## src/rtl/div_pkg.sv

```systemverilog
// Shared divider definitions: result width, special quotient encodings and
// the bundles passed between the divider core, fix-up stage and Z writeback.
package div_pkg;

  localparam int DIV_WIDTH = 32;

  localparam logic [DIV_WIDTH-1:0] DBZ_QUOTIENT = '1;
  localparam logic [DIV_WIDTH-1:0] OVF_QUOTIENT = {1'b1, {(DIV_WIDTH-1){1'b0}}};

  typedef struct packed {
    logic [DIV_WIDTH-1:0] quotient;
    logic [DIV_WIDTH-1:0] remainder;
    logic                 dbz;
    logic                 ovf;
  } div_result_t;

  // Unsigned magnitudes plus operand signs, as reported by the core.
  typedef struct packed {
    logic [DIV_WIDTH-1:0] quotient;
    logic [DIV_WIDTH-1:0] remainder;
    logic                 dividend_neg;
    logic                 divisor_neg;
    logic                 div_by_zero;
  } div_raw_t;

  function automatic logic [DIV_WIDTH-1:0] negate(input logic [DIV_WIDTH-1:0] v);
    return ~v + DIV_WIDTH'(1);
  endfunction

endpackage

```

## src/rtl/div_result_fixup_if.sv

```systemverilog
// Valid/ready bundle between the divider core, the fix-up stage and the
// Z-register consumer.
interface div_result_fixup_if
  import div_pkg::*;
#(
  parameter int WIDTH = DIV_WIDTH
);
  logic             in_valid;
  logic             in_ready;
  logic [WIDTH-1:0] in_quotient;
  logic [WIDTH-1:0] in_remainder;
  logic             in_dividend_neg;
  logic             in_divisor_neg;
  logic             in_div_by_zero;
  logic             out_valid;
  logic             out_ready;
  logic [WIDTH-1:0] z_lo;
  logic [WIDTH-1:0] z_hi;
  logic             out_dbz;
  logic             out_ovf;

  modport master (
    output in_valid, in_quotient, in_remainder, in_dividend_neg,
           in_divisor_neg, in_div_by_zero, out_ready,
    input  in_ready, out_valid, z_lo, z_hi, out_dbz, out_ovf
  );

  modport slave (
    input  in_valid, in_quotient, in_remainder, in_dividend_neg,
           in_divisor_neg, in_div_by_zero, out_ready,
    output in_ready, out_valid, z_lo, z_hi, out_dbz, out_ovf
  );

endinterface

```

## src/rtl/div_skid_buffer.sv

```systemverilog
// Two-entry valid/ready buffer with registered ready and registered output;
// the head entry drives the consumer directly.
module div_skid_buffer
  import div_pkg::*;
#(
  parameter type payload_t = div_result_t
) (
  input  logic     clk,
  input  logic     rst,
  input  logic     push_valid,
  input  payload_t push_data,
  output logic     push_ready,
  output logic     push_ready_next,
  output logic     pop_valid,
  input  logic     pop_ready,
  output payload_t pop_data
);

  logic [1:0] count;
  logic [1:0] count_next;
  logic       push;
  logic       pop;
  payload_t   tail;

  assign push            = push_valid && push_ready;
  assign pop             = pop_valid && pop_ready;
  assign count_next      = count + 2'(push) - 2'(pop);
  assign push_ready_next = (count_next != 2'd2);

  always_ff @(posedge clk) begin
    if (rst) begin
      count      <= '0;
      pop_valid  <= 1'b0;
      push_ready <= 1'b0;
      pop_data   <= '0;
    end else begin
      count      <= count_next;
      pop_valid  <= (count_next != 2'd0);
      push_ready <= push_ready_next;
      // A full buffer never pushes, so the head refills from either the tail
      // or the incoming entry, never both.
      if (pop && count == 2'd2)
        pop_data <= tail;
      else if (push && (count == 2'd0 || pop))
        pop_data <= push_data;
    end
  end

  // NOTE: the tail is pure storage gated by count, so it needs no reset.
  always_ff @(posedge clk) begin
    if (push && count == 2'd1 && !pop)
      tail <= push_data;
  end

endmodule

```

## src/rtl/div_result_fixup.sv

```systemverilog
// Signed-result stage behind the unsigned divider core: capture, sign fix-up
// with divide-by-zero / overflow handling, then a skid buffer to the Z pair.
module div_result_fixup
  import div_pkg::*;
#(
  parameter int WIDTH = DIV_WIDTH
) (
  input logic               clk,
  input logic               rst,
  div_result_fixup_if.slave bus
);

  logic        s1_valid;
  logic        s1_valid_next;
  div_raw_t    s1;
  div_raw_t    in_raw;
  logic        s2_valid;
  logic        s2_valid_next;
  div_result_t s2;
  div_result_t fix;
  div_result_t head;
  logic        q_neg;
  logic        in_xfer;
  logic        s1_fwd;
  logic        s2_adv;
  logic        buf_ready;
  logic        buf_ready_next;
  logic        in_ready_q;

  assign in_raw = '{quotient:     bus.in_quotient,
                    remainder:    bus.in_remainder,
                    dividend_neg: bus.in_dividend_neg,
                    divisor_neg:  bus.in_divisor_neg,
                    div_by_zero:  bus.in_div_by_zero};

  assign in_xfer       = bus.in_valid && in_ready_q;
  assign s2_adv        = s2_valid && buf_ready;
  assign s1_fwd        = s1_valid && (!s2_valid || s2_adv);
  assign s1_valid_next = in_xfer || (s1_valid && !s1_fwd);
  assign s2_valid_next = s1_fwd || (s2_valid && !s2_adv);

  assign q_neg = s1.dividend_neg ^ s1.divisor_neg;

  // NOTE: every field gets a value on every path so no latch is inferred.
  always_comb begin
    fix.quotient  = q_neg ? negate(s1.quotient) : s1.quotient;
    fix.remainder = s1.dividend_neg ? negate(s1.remainder) : s1.remainder;
    fix.dbz       = 1'b0;
    fix.ovf       = 1'b0;
    if (s1.div_by_zero) begin
      fix.quotient = DBZ_QUOTIENT;
      fix.dbz      = 1'b1;
    end else if (!q_neg && s1.quotient[WIDTH-1]) begin
      // Only a positive result of magnitude 2^(WIDTH-1) is unrepresentable.
      fix.quotient  = OVF_QUOTIENT;
      fix.remainder = '0;
      fix.ovf       = 1'b1;
    end
  end

  // NOTE: state registers use non-blocking assignment so every stage samples
  // the pre-edge value of its neighbour.
  always_ff @(posedge clk) begin
    if (rst) begin
      s1_valid   <= 1'b0;
      s2_valid   <= 1'b0;
      s1         <= '0;
      s2         <= '0;
      in_ready_q <= 1'b0;
    end else begin
      s1_valid <= s1_valid_next;
      s2_valid <= s2_valid_next;
      // Ready is recomputed from next-cycle occupancy, keeping out_ready off
      // any combinational path to in_ready.
      in_ready_q <= !(s1_valid_next && s2_valid_next && !buf_ready_next);
      if (in_xfer) s1 <= in_raw;
      if (s1_fwd)  s2 <= fix;
    end
  end

  div_skid_buffer #(
    .payload_t(div_result_t)
  ) u_skid (
    .clk            (clk),
    .rst            (rst),
    .push_valid     (s2_valid),
    .push_data      (s2),
    .push_ready     (buf_ready),
    .push_ready_next(buf_ready_next),
    .pop_valid      (bus.out_valid),
    .pop_ready      (bus.out_ready),
    .pop_data       (head)
  );

  assign bus.in_ready = in_ready_q;
  assign bus.z_lo     = head.quotient;
  assign bus.z_hi     = head.remainder;
  assign bus.out_dbz  = head.dbz;
  assign bus.out_ovf  = head.ovf;

endmodule
```

## src/flat_wrapper.sv

```systemverilog
// flat-port wrapper written by rule: the top's interface ports become plain ports
module div_result_fixup_flat import div_pkg::*;
#(
  parameter int WIDTH = DIV_WIDTH
)
  (clk, rst, bus_in_valid, bus_in_quotient, bus_in_remainder, bus_in_dividend_neg, bus_in_divisor_neg, bus_in_div_by_zero, bus_out_ready, bus_in_ready, bus_out_valid, bus_z_lo, bus_z_hi, bus_out_dbz, bus_out_ovf);
  div_result_fixup_if #(.WIDTH(WIDTH)) bus_i ();
  input logic clk;
  input logic rst;
  input wire logic [$bits(bus_i.in_valid)-1:0] bus_in_valid;
  input wire logic [$bits(bus_i.in_quotient)-1:0] bus_in_quotient;
  input wire logic [$bits(bus_i.in_remainder)-1:0] bus_in_remainder;
  input wire logic [$bits(bus_i.in_dividend_neg)-1:0] bus_in_dividend_neg;
  input wire logic [$bits(bus_i.in_divisor_neg)-1:0] bus_in_divisor_neg;
  input wire logic [$bits(bus_i.in_div_by_zero)-1:0] bus_in_div_by_zero;
  input wire logic [$bits(bus_i.out_ready)-1:0] bus_out_ready;
  output wire logic [$bits(bus_i.in_ready)-1:0] bus_in_ready;
  output wire logic [$bits(bus_i.out_valid)-1:0] bus_out_valid;
  output wire logic [$bits(bus_i.z_lo)-1:0] bus_z_lo;
  output wire logic [$bits(bus_i.z_hi)-1:0] bus_z_hi;
  output wire logic [$bits(bus_i.out_dbz)-1:0] bus_out_dbz;
  output wire logic [$bits(bus_i.out_ovf)-1:0] bus_out_ovf;
  assign bus_i.in_valid = bus_in_valid;
  assign bus_i.in_quotient = bus_in_quotient;
  assign bus_i.in_remainder = bus_in_remainder;
  assign bus_i.in_dividend_neg = bus_in_dividend_neg;
  assign bus_i.in_divisor_neg = bus_in_divisor_neg;
  assign bus_i.in_div_by_zero = bus_in_div_by_zero;
  assign bus_i.out_ready = bus_out_ready;
  assign bus_in_ready = bus_i.in_ready;
  assign bus_out_valid = bus_i.out_valid;
  assign bus_z_lo = bus_i.z_lo;
  assign bus_z_hi = bus_i.z_hi;
  assign bus_out_dbz = bus_i.out_dbz;
  assign bus_out_ovf = bus_i.out_ovf;
  div_result_fixup #(.WIDTH(WIDTH)) u_core (.clk(clk), .rst(rst), .bus(bus_i));
endmodule
```

## config.mk

```make
export PLATFORM = sky130hd
export DESIGN_NAME = div_result_fixup_flat
export DESIGN_NICKNAME = d
export VERILOG_FILES = /design/src/rtl/div_pkg.sv /design/src/rtl/div_result_fixup_if.sv /design/src/rtl/div_skid_buffer.sv /design/src/rtl/div_result_fixup.sv /design/src/flat_wrapper.sv
export SDC_FILE = /design/constraint.sdc
export NUM_CORES = 1
export LEC_CHECK = 0
export CORE_MARGIN = 3
export CORE_UTILIZATION = 50
export CTS_CLUSTER_DIAMETER = 100
export DETAILED_ROUTE_END_ITERATION = 10
export HOLD_SLACK_MARGIN = 0.06
export PLACE_DENSITY = 0.81
export RECOVER_POWER = 50
export SLEW_MARGIN = 10
export SYNTH_ARGS = -nofsm -noshare
export SYNTH_HDL_FRONTEND = slang
export SYNTH_HIERARCHICAL = 1
export SYNTH_SLANG_ARGS = --single-unit
```

## constraint.sdc

```tcl
create_clock -name clk -period 12.1 [get_ports clk]
set_input_delay 1.815 -clock clk [delete_from_list [all_inputs] [get_ports clk]]
set_output_delay 1.815 -clock clk [all_outputs]
set_load 0.02 [all_outputs]
```

# [Word level (Yosys, flattened, before mapping)]
# Index checks and enable logic that the tools add are counted.
[word_totals] ff_bits=272 in_bits=71 output_inout_bits=68 wordCells=70
[op_classes] addsub=4 eq_ne=3 n_mux=10 bitwise=3 n_reduce_logical=27
[op_table] cell="2-to-1 mux 66 bit" n=2
[op_table] cell="2-to-1 mux 32 bit" n=4
[op_table] cell="adder 32 x 1 -> 32 bit, second input constant" n=2
[op_table] cell="2-to-1 mux 64 bit" n=1
[op_table] cell="NOT 32 bit" n=2
[op_table] cell="logical AND 1 bit" n=13
[op_table] cell="zero test 1 bit" n=7
[op_table] cell="logical OR 1 bit" n=4
[op_table] cell="nonzero test 2 bit" n=2
[op_table] cell="2-to-1 mux 1 bit" n=3
[op_table] cell="adder 2 x 1 -> 2 bit" n=1
[op_table] cell="== test 2 x 1 -> 1 bit, second input constant" n=1
[op_table] cell="== test 2 bit, second input constant" n=1
[op_table] cell="zero test 2 bit" n=1
[op_table] cell="!= test 2 bit, second input constant" n=1
[op_table] cell="subtractor 2 x 1 -> 2 bit" n=1
[op_table] cell="XOR 1 bit" n=1

# [Logic depth before layout (Yosys ltp)]
# Gate-level depths: netlist of run 1.
[logic_depth] word_depth=9 depth_mapped=10 mapped_depth_nobuf=10

# [Cells and area by module]
# Netlist of run 1, hierarchy kept.
[by_module_without_submodules] module="div_result_fixup" instances=1 cells_per_inst=798 area_per_inst_um2=6231.0 seq_area_each_um2=2722.6
[by_module_without_submodules] module="div_skid_buffer" instances=1 cells_per_inst=391 area_per_inst_um2=5223.8 seq_area_each_um2=3383.2

# [Worst setup path after synthesis of run 1]
# No wires, ideal clock.
[synth_timing] kind="input-to-reg" from="input bus_out_ready" to="register u_core/u_skid/tail[0] in the netlist's numbering (enable)" setup_ns=0.571 arrival_ns=6.442 required_time_ns=11.529 path_slack_ns=5.087 path_stages=3 path_buffers=0 cell_sequence="nand2_1 -> nand2_1 -> nor3_1"
[synth_via] elab_chain_cells=3
[synth_rtl] element="from (decl)" line="flat_wrapper.sv:16" text="input wire logic [$bits(bus_i.out_ready)-1:0] bus_out_ready;"
[synth_rtl] element="logical AND 1 bit" line="div_skid_buffer.sv:26" text="assign pop = pop_valid && pop_ready;"
[synth_rtl] element="zero test 1 bit" line="div_skid_buffer.sv:51" text="if (push && count == 2'd1 && !pop)"
[synth_rtl] element="logical AND 1 bit" line="div_skid_buffer.sv:51"
[synth_rtl] element="to (signal assigned)" line="div_skid_buffer.sv:52" text="tail <= push_data;"
[synth_rtl] element="to (decl)" line="div_skid_buffer.sv:23" text="payload_t tail;"
# Every way passes these cells.
# A chain may end at the register's enable or synchronous reset.

==> results of run 1 <==
-- cell usage in the layout (no fill, tap or decap), drive strengths merged, types with 12 or more instances in the layout --
cell type / netlist / final
a21oi: 98 / 98
a221oi: 69 / 69
clkbuf: 64 / 37
clkdlybuf4s50: 0 / 131
dfxtp: 206 / 206
edfxtp: 66 / 66
mux2i: 69 / 69
nand2: 185 / 185
nand3: 14 / 14
nor2: 118 / 118
nor3: 36 / 36
nor4: 12 / 12
o21ai: 45 / 45
o22ai: 12 / 12
o31ai: 15 / 15
xor2: 32 / 32
-- cell families (layout without fill, tap and decap cells) --
family / Yosys count / after routing / synth area share, %
buffers and inverters: 97 / 207 / 3.921
adder cells (fa/ha/maj): 4 / 4 / 0.4369
multiplexers: 69 / 69 / 6.029
AO/OA/AOI/OAI: 279 / 279 / 16.34
XOR/XNOR: 42 / 42 / 3.211
flip-flops: 272 / 272 / 53.30
AND/OR/NAND/NOR: 426 / 426 / 16.76
-- worst max-delay path: stages --
cell	delay, ns
clkbuf_1	1.74
clkbuf_1	2.23
buf_4	0.80
or3_1	0.34
o22ai_1	0.10
a211o_1	0.30
-- power by group --
part	internal, mW	total [mW]	switching [mW]
clock network	0.484	0.820	0.337
logic	0.138	0.321	0.183
registers	0.979	1.02	0.0456
-- stage by stage --
stage | worst slack (ns) | cell area, um2 | hold WS, ns | std cells
detailed placement | 7.603 | 12880 | 0.4535 | 1529
floorplan | 5.087 | 11450 | 0.4247 | 1189
global placement | 7.679 | 12880 | 0.4465 | 1529
global route | 4.659 | 13750 | 0.4768 | 1579
finish | 5.142 | 13750 | 0.4644 | 1579
CTS | 8.138 | 13760 | 0.4609 | 1579
-- final cells by class --
cell class	count	share of cell area (%)
Clock buffer	34	5.177
Clock inverter	16	1.237
Inverter	8	0.2184
Multi-Input combinational cell	820	35.87
Sequential cell	272	44.40
Tap cell	280	2.548
Timing Repair Buffer	149	10.55
-- path summary, 6_finish.rpt --
| path | from | end | slack, ns | depth (start not counted) |
|---|---|---|---|---|
| worst min-delay path | u_core/s2[38]$_SDFFE_PP0P_ | u_core/u_skid/tail[38]$_DFFE_PP_ | 0.46 | 0 |
| worst min register to register | u_core/s2[38]$_SDFFE_PP0P_ | u_core/u_skid/tail[38]$_DFFE_PP_ | 0.46 | 0 |
| worst max register to register | u_core/s2_valid$_SDFF_PP0_ | u_core/u_skid/tail[19]$_DFFE_PP_ | 8.26 | 3 |
| worst max-delay path | rst | u_core/s2[50]$_SDFFE_PP0P_ | 5.14 | 6 |
-- state kept, by name, summed over array words and instances (netlist names) --
| signal | count |
|---|---|
| u_core/s1 | 67 |
| u_core/bus.in_ready | 1 |
| u_core/s1_valid | 1 |
| u_core/u_skid/count | 2 |
| u_core/u_skid/push_ready | 1 |
| u_core/u_skid/pop_data | 66 |
| u_core/s2 | 66 |
| u_core/s2_valid | 1 |
| u_core/u_skid/pop_valid | 1 |
| u_core/u_skid/tail | 66 |
-- routing by layer --
layer,vias to the layer above,part of all wire [%]
met3,26,7.8
met2,378,43
met5,-,0
met1,4359,48
met4,0,1.1
li1,4492,-
==> impl_results.md, run 1 <==
* Grt met1 use at between 30% and 40%
* Final Hold Viols at 0
* Tcrit/Tclk final at between 50 and 60%
* Overflow after GRT at 0
* Kind of critical path: input pin to register
* DR pass1 iterations at 5
* Outcome: finished with violations
* GR peak layer: met1
* Failing checks: capacitance limit, slew limit
* Max-slew violation count at just under 200
* HPWL after detailed placement at ~19 mm
* Vias in the first global route at 8607
* Routability Congestion at around 0.89
* Clock slew at reported path FFs at approximately 0.060 ns
* CP Data Required Time at between 10 and 15 ns
* Most frequent cell after synthesis: dfxtp_1
* Area grow syn2layout at 20.05%
* Total Negative Setup Slacks at 0 ns
* Clock Skews at ~0.0075 ns
* CTS tree: done
* Leak Pwr at between 5 and 6 nW
* Num CTS Buffers at 27
* Fillers at 1813
* Wirelength per Cell at 17.95 um
* Post-cts sizing count at 0
* RSZ-0062 raised after global routing: false
* Largest net degree at the start of global routing at roughly 70
* Mapped Cells at ~1200
* Pwr dens at approximately 160 nW/um2
* Setup bufs post-CTS at 0
* Area contributors post-synth: dfxtp_1, edfxtp_1, nand2_1, mux2i_1, a221oi_1
* Multi-input logic area at ~4900 um2
* Drt first-iter violations at ~1000
* Avg Cell Area, Syn at 9.634 um2
* # IOs at around 140
* Total power at 2.166 mW
* Buffers on Ports at between 100 and 150
* Row count at 54
* Relative slew slack at -145.0%
* Post-synthesis sequential area ratio at a little over half
* Tmin final at between 6 and 7 ns
* Max VDD drop at 75.89 uV
* Clk_lat worst skew at between 0.5 and 0.6 ns
* Critical Path AT at about 7.4 ns
* Register area at roughly 6000 um2
* Total core area at 22160 um2
* Setup violators final at 0
* Met2 global-route usage at roughly 32%
* DRC viols at 0
* Yosys top cell by area: dfxtp_1
* DIE AREA at about 25000 um2
* Final net count at ~1400
* Post-synth cell types at 63
* Total global-route track usage at 22.33%
* Max Cap Violations at 3
* # H-tree levels at 1
* # clock sinks at 272
* Clk buf depth at 3
* Hold_buf cts at 0
* Post-synthesis async set-or-reset flop share at 0%
* F_max at 143.7 MHz
* Routed Antenna Nets at 0
* Die H at 157.4 um
* Post-synthesis register bit count at ~270
* Total number of vias at between 9000 and 10000
* Post-DR vias/cell at about 5.9
* Final WL at 28.35 mm
* Crit. End Element: register
* First-pass GRT wire length at between 40 and 50 mm
* Synth Flop Type: dfxtp_1
* Post-synthesis net count at approximately 1300
* Largest fanout on the critical path at 70
* CTS root buf: clkbuf_16
* Hold Path Class: register to register
* Post-Syn Area at between 10000 and 15000 um2
* Synth top area share at 36.00%
* Starting density of the core at about 52%
* Synth cell count leaders: dfxtp_1, nand2_1, nor2_1
* Antenna violations before repair at 0
* Met3 Use GR at under 10%
* Number of enable flip-flop cells after synthesis at 66
* Worst-Margin Slew at approximately 3.7 ns
* Chip width at ~160 um
* Fin util at 62.05%
* Crit start category: input pin
* Ant diodes at 0
* Share of layout cells above drive strength 1 at 5.928%
* Syn. warnings at 6
(Power assumes the default switching activity.)
==> run 2: changes to the inputs <==
Clock period 12.1 ns to 6.5 ns, I/O delays scaled along.
==> impl_results.md, run 2 (synthesis gave the netlist of run 1 again) <==
* Clock power share at between 30% and 40%
* Clk_lat worst skew at approximately 0.52 ns
* Antenna violations before repair at 0
* DRC viols at 0
* Share of layout cells above drive strength 1 at roughly 5.8%
* Total Negative Setup Slacks at 0 ns
* Setup bufs post-CTS at 0
* Max-slew violation count at 196
* Max Cap Violations at 3
* Worst-Margin Slew at between 3 and 4 ns
* Area grow syn2layout at 19.76%
* Chip width at 157.4 um
* Hold EP: u_core/u_skid/tail[7]$_DFFE_PP_
* Post-place setup slack at between 3 and 4 ns
* Post-cts sizing count at 0
* Sw Pwr at ~1.1 mW
* R2R Setup Slk at 2.46 ns
* Starting density of the core at between 50% and 60%
* Reg power frac at 47.9%
* Tmin final at roughly 4.5 ns
* Crit. End Element: register
* Die H at about 160 um
* Ant diodes at 0
* Pwr dens at between 200 and 300 nW/um2
* Clock slew at reported path FFs at around 0.06 ns
* CTS tree: done
* Total number of vias at ~9200
* Largest register FFs at 67
* RR Endpoint: u_core/s2[27]$_SDFFE_PP0P_
* Wirelength per Cell at 17.87 um
* Total global-route track usage at 22.02%
* Tcrit/Tclk final at between 60% and 70%
* Relative slew slack at -153.8%
* Failing checks: capacitance limit, slew limit
* Outcome: finished with violations
* Setup ws final at about 2.0 ns
* Setup violators final at 0
* Num CTS Buffers at 27
* Hold_buf cts at 0
* Hold Path Class: register to register
* Max VDD drop at around 130 uV
* Overflow after GRT at 0
* Routability Congestion at 0.8826
* HPWL after detailed placement at around 19 mm
* Largest fanout on the critical path at 66
* Worst hold start: u_core/s2[7]$_SDFFE_PP0P_
* Comb pwr share at 15.1%
* Total core area at around 22000 um2
* Post-DR vias/cell at about 5.8
* Clk buf depth at 3
* # H-tree levels at 1
* Critical Path AT at approximately 4.6 ns
* # IOs at between 100 and 150
* Final WL at between 20 and 30 mm
* Kind of critical path: input pin to register
* Most frequent cells in the layout: dfxtp_1, nand2_1, clkdlybuf4s50_1, nor2_1, a21oi_1
* R2R Path Start: u_core/s1[2]$_SDFFE_PP0P_
* Crit start category: input pin
* Sw Share at about a quarter
* Routed Antenna Nets at 0
* Largest net degree at the start of global routing at between 70 and 80
* Final Hold Viols at 0
* Top reg by flops: u_core/s1
* # clock sinks at around 270
* FF-to-FF path depth at 6
* CP Data Required Time at approximately 6.5 ns
* DIE AREA at 24760 um2
* Drt first-iter violations at between 800 and 900
* Row count at 54
* Buffers on Ports at around 140
* Leak Pwr at about 5.1 nW
* RSZ-0062 raised after global routing: false
* Most common cell after layout, fill and taps aside: dfxtp_1
* Non-filler cells, final at approximately 1600
* Clock Skews at 0.007994 ns
* Hold Path Depth at 0
* Vias in the first global route at between 8000 and 9000
* DP Cell Count at approximately 1500
* Final net count at ~1400
* F_max at 221.6 MHz
* Internal power at around 2.9 mW
* CTS root buf: clkbuf_16
* Fin util at between 60% and 70%
* Fillers at 1809
* DR pass1 iterations at 5
* First-pass GRT wire length at around 45 mm
[run 2: cell types whose count changed in the layout (fill, tap and decap cells not counted), sizes merged]
| cell | change |
|---|---|
| clkdlybuf4s50 | +5 |
| inv | -1 |
| clkinvlp | +3 |
| clkbuf | +3 |
| bufinv | -2 |
| dlygate4sd3 | -5 |
| buf | -2 |
| clkinv | -2 |
[run 2: power by group through the flow]
stage	clock [mW]	sequential, mW	combinational, mW
2_1_floorplan	0	1.97	0.330
3_3_place_gp	0	1.94	0.582
3_5_place_dp	0	1.94	0.594
4_1_cts	1.50	1.91	0.598
5_1_grt	1.56	1.92	0.654
6_report	1.47	1.91	0.600
[run 2: cell type report]
class                   count  area (um2)  area share [%]
flip-flops and latches    272        6106           44.51
multi-input cells         820        4933           35.96
repair buffers            149        1455           10.61
clock buffers              35       735.7           5.363
well taps                 280       350.3           2.554
clock inverters            14       107.6          0.7844
inverters                   8       30.03          0.2189
[run 2: per-layer routing]
metal / GRT usage [%] / up-vias / share of wire [%]
li1: - / 4488 / -
met1: 35.79 / 4336 / 49
met2: 30.91 / 360 / 42
met3: 3.519 / 25 / 7.7
met4: 4.050 / 0 / 1.1
met5: 0 / - / 0
[run 2: worst max path at each step]
stage,slack [ns],end,from
final,1.99,u_core/u_skid/tail[34]$_DFFE_PP_,bus_out_ready
after global routing,1.75,u_core/u_skid/tail[34]$_DFFE_PP_,bus_out_ready
after CTS,3.70,u_core/s2[46]$_SDFFE_PP0P_,u_core/s1[35]$_SDFFE_PP0P_
after detailed placement,3.27,u_core/u_skid/pop_data[50]$_SDFFE_PP0P_,bus_out_ready
after global placement,3.40,u_core/u_skid/pop_data[64]$_SDFFE_PP0P_,bus_out_ready
after floorplan,0.33,u_core/u_skid/tail[0]$_DFFE_PP_,bus_out_ready
[run 2: per-stage QoR]
step / total power, mW / hold WS (ns) / area (um2)
2_1_floorplan: 2.299 / 0.4247 / 11450
3_3_place_gp: 2.521 / 0.4448 / 12870
3_5_place_dp: 2.536 / 0.4496 / 12870
4_1_cts: 4.000 / 0.4620 / 13710
5_1_grt: 4.133 / 0.4859 / 13720
6_report: 3.981 / 0.4651 / 13720
[run 2: critical path: stages]
cell           delay (ns)
dlygate4sd3_1        0.53
nand2_1              0.13
nand2_1              0.08
nor3_2               0.10
clkbuf_1             2.70
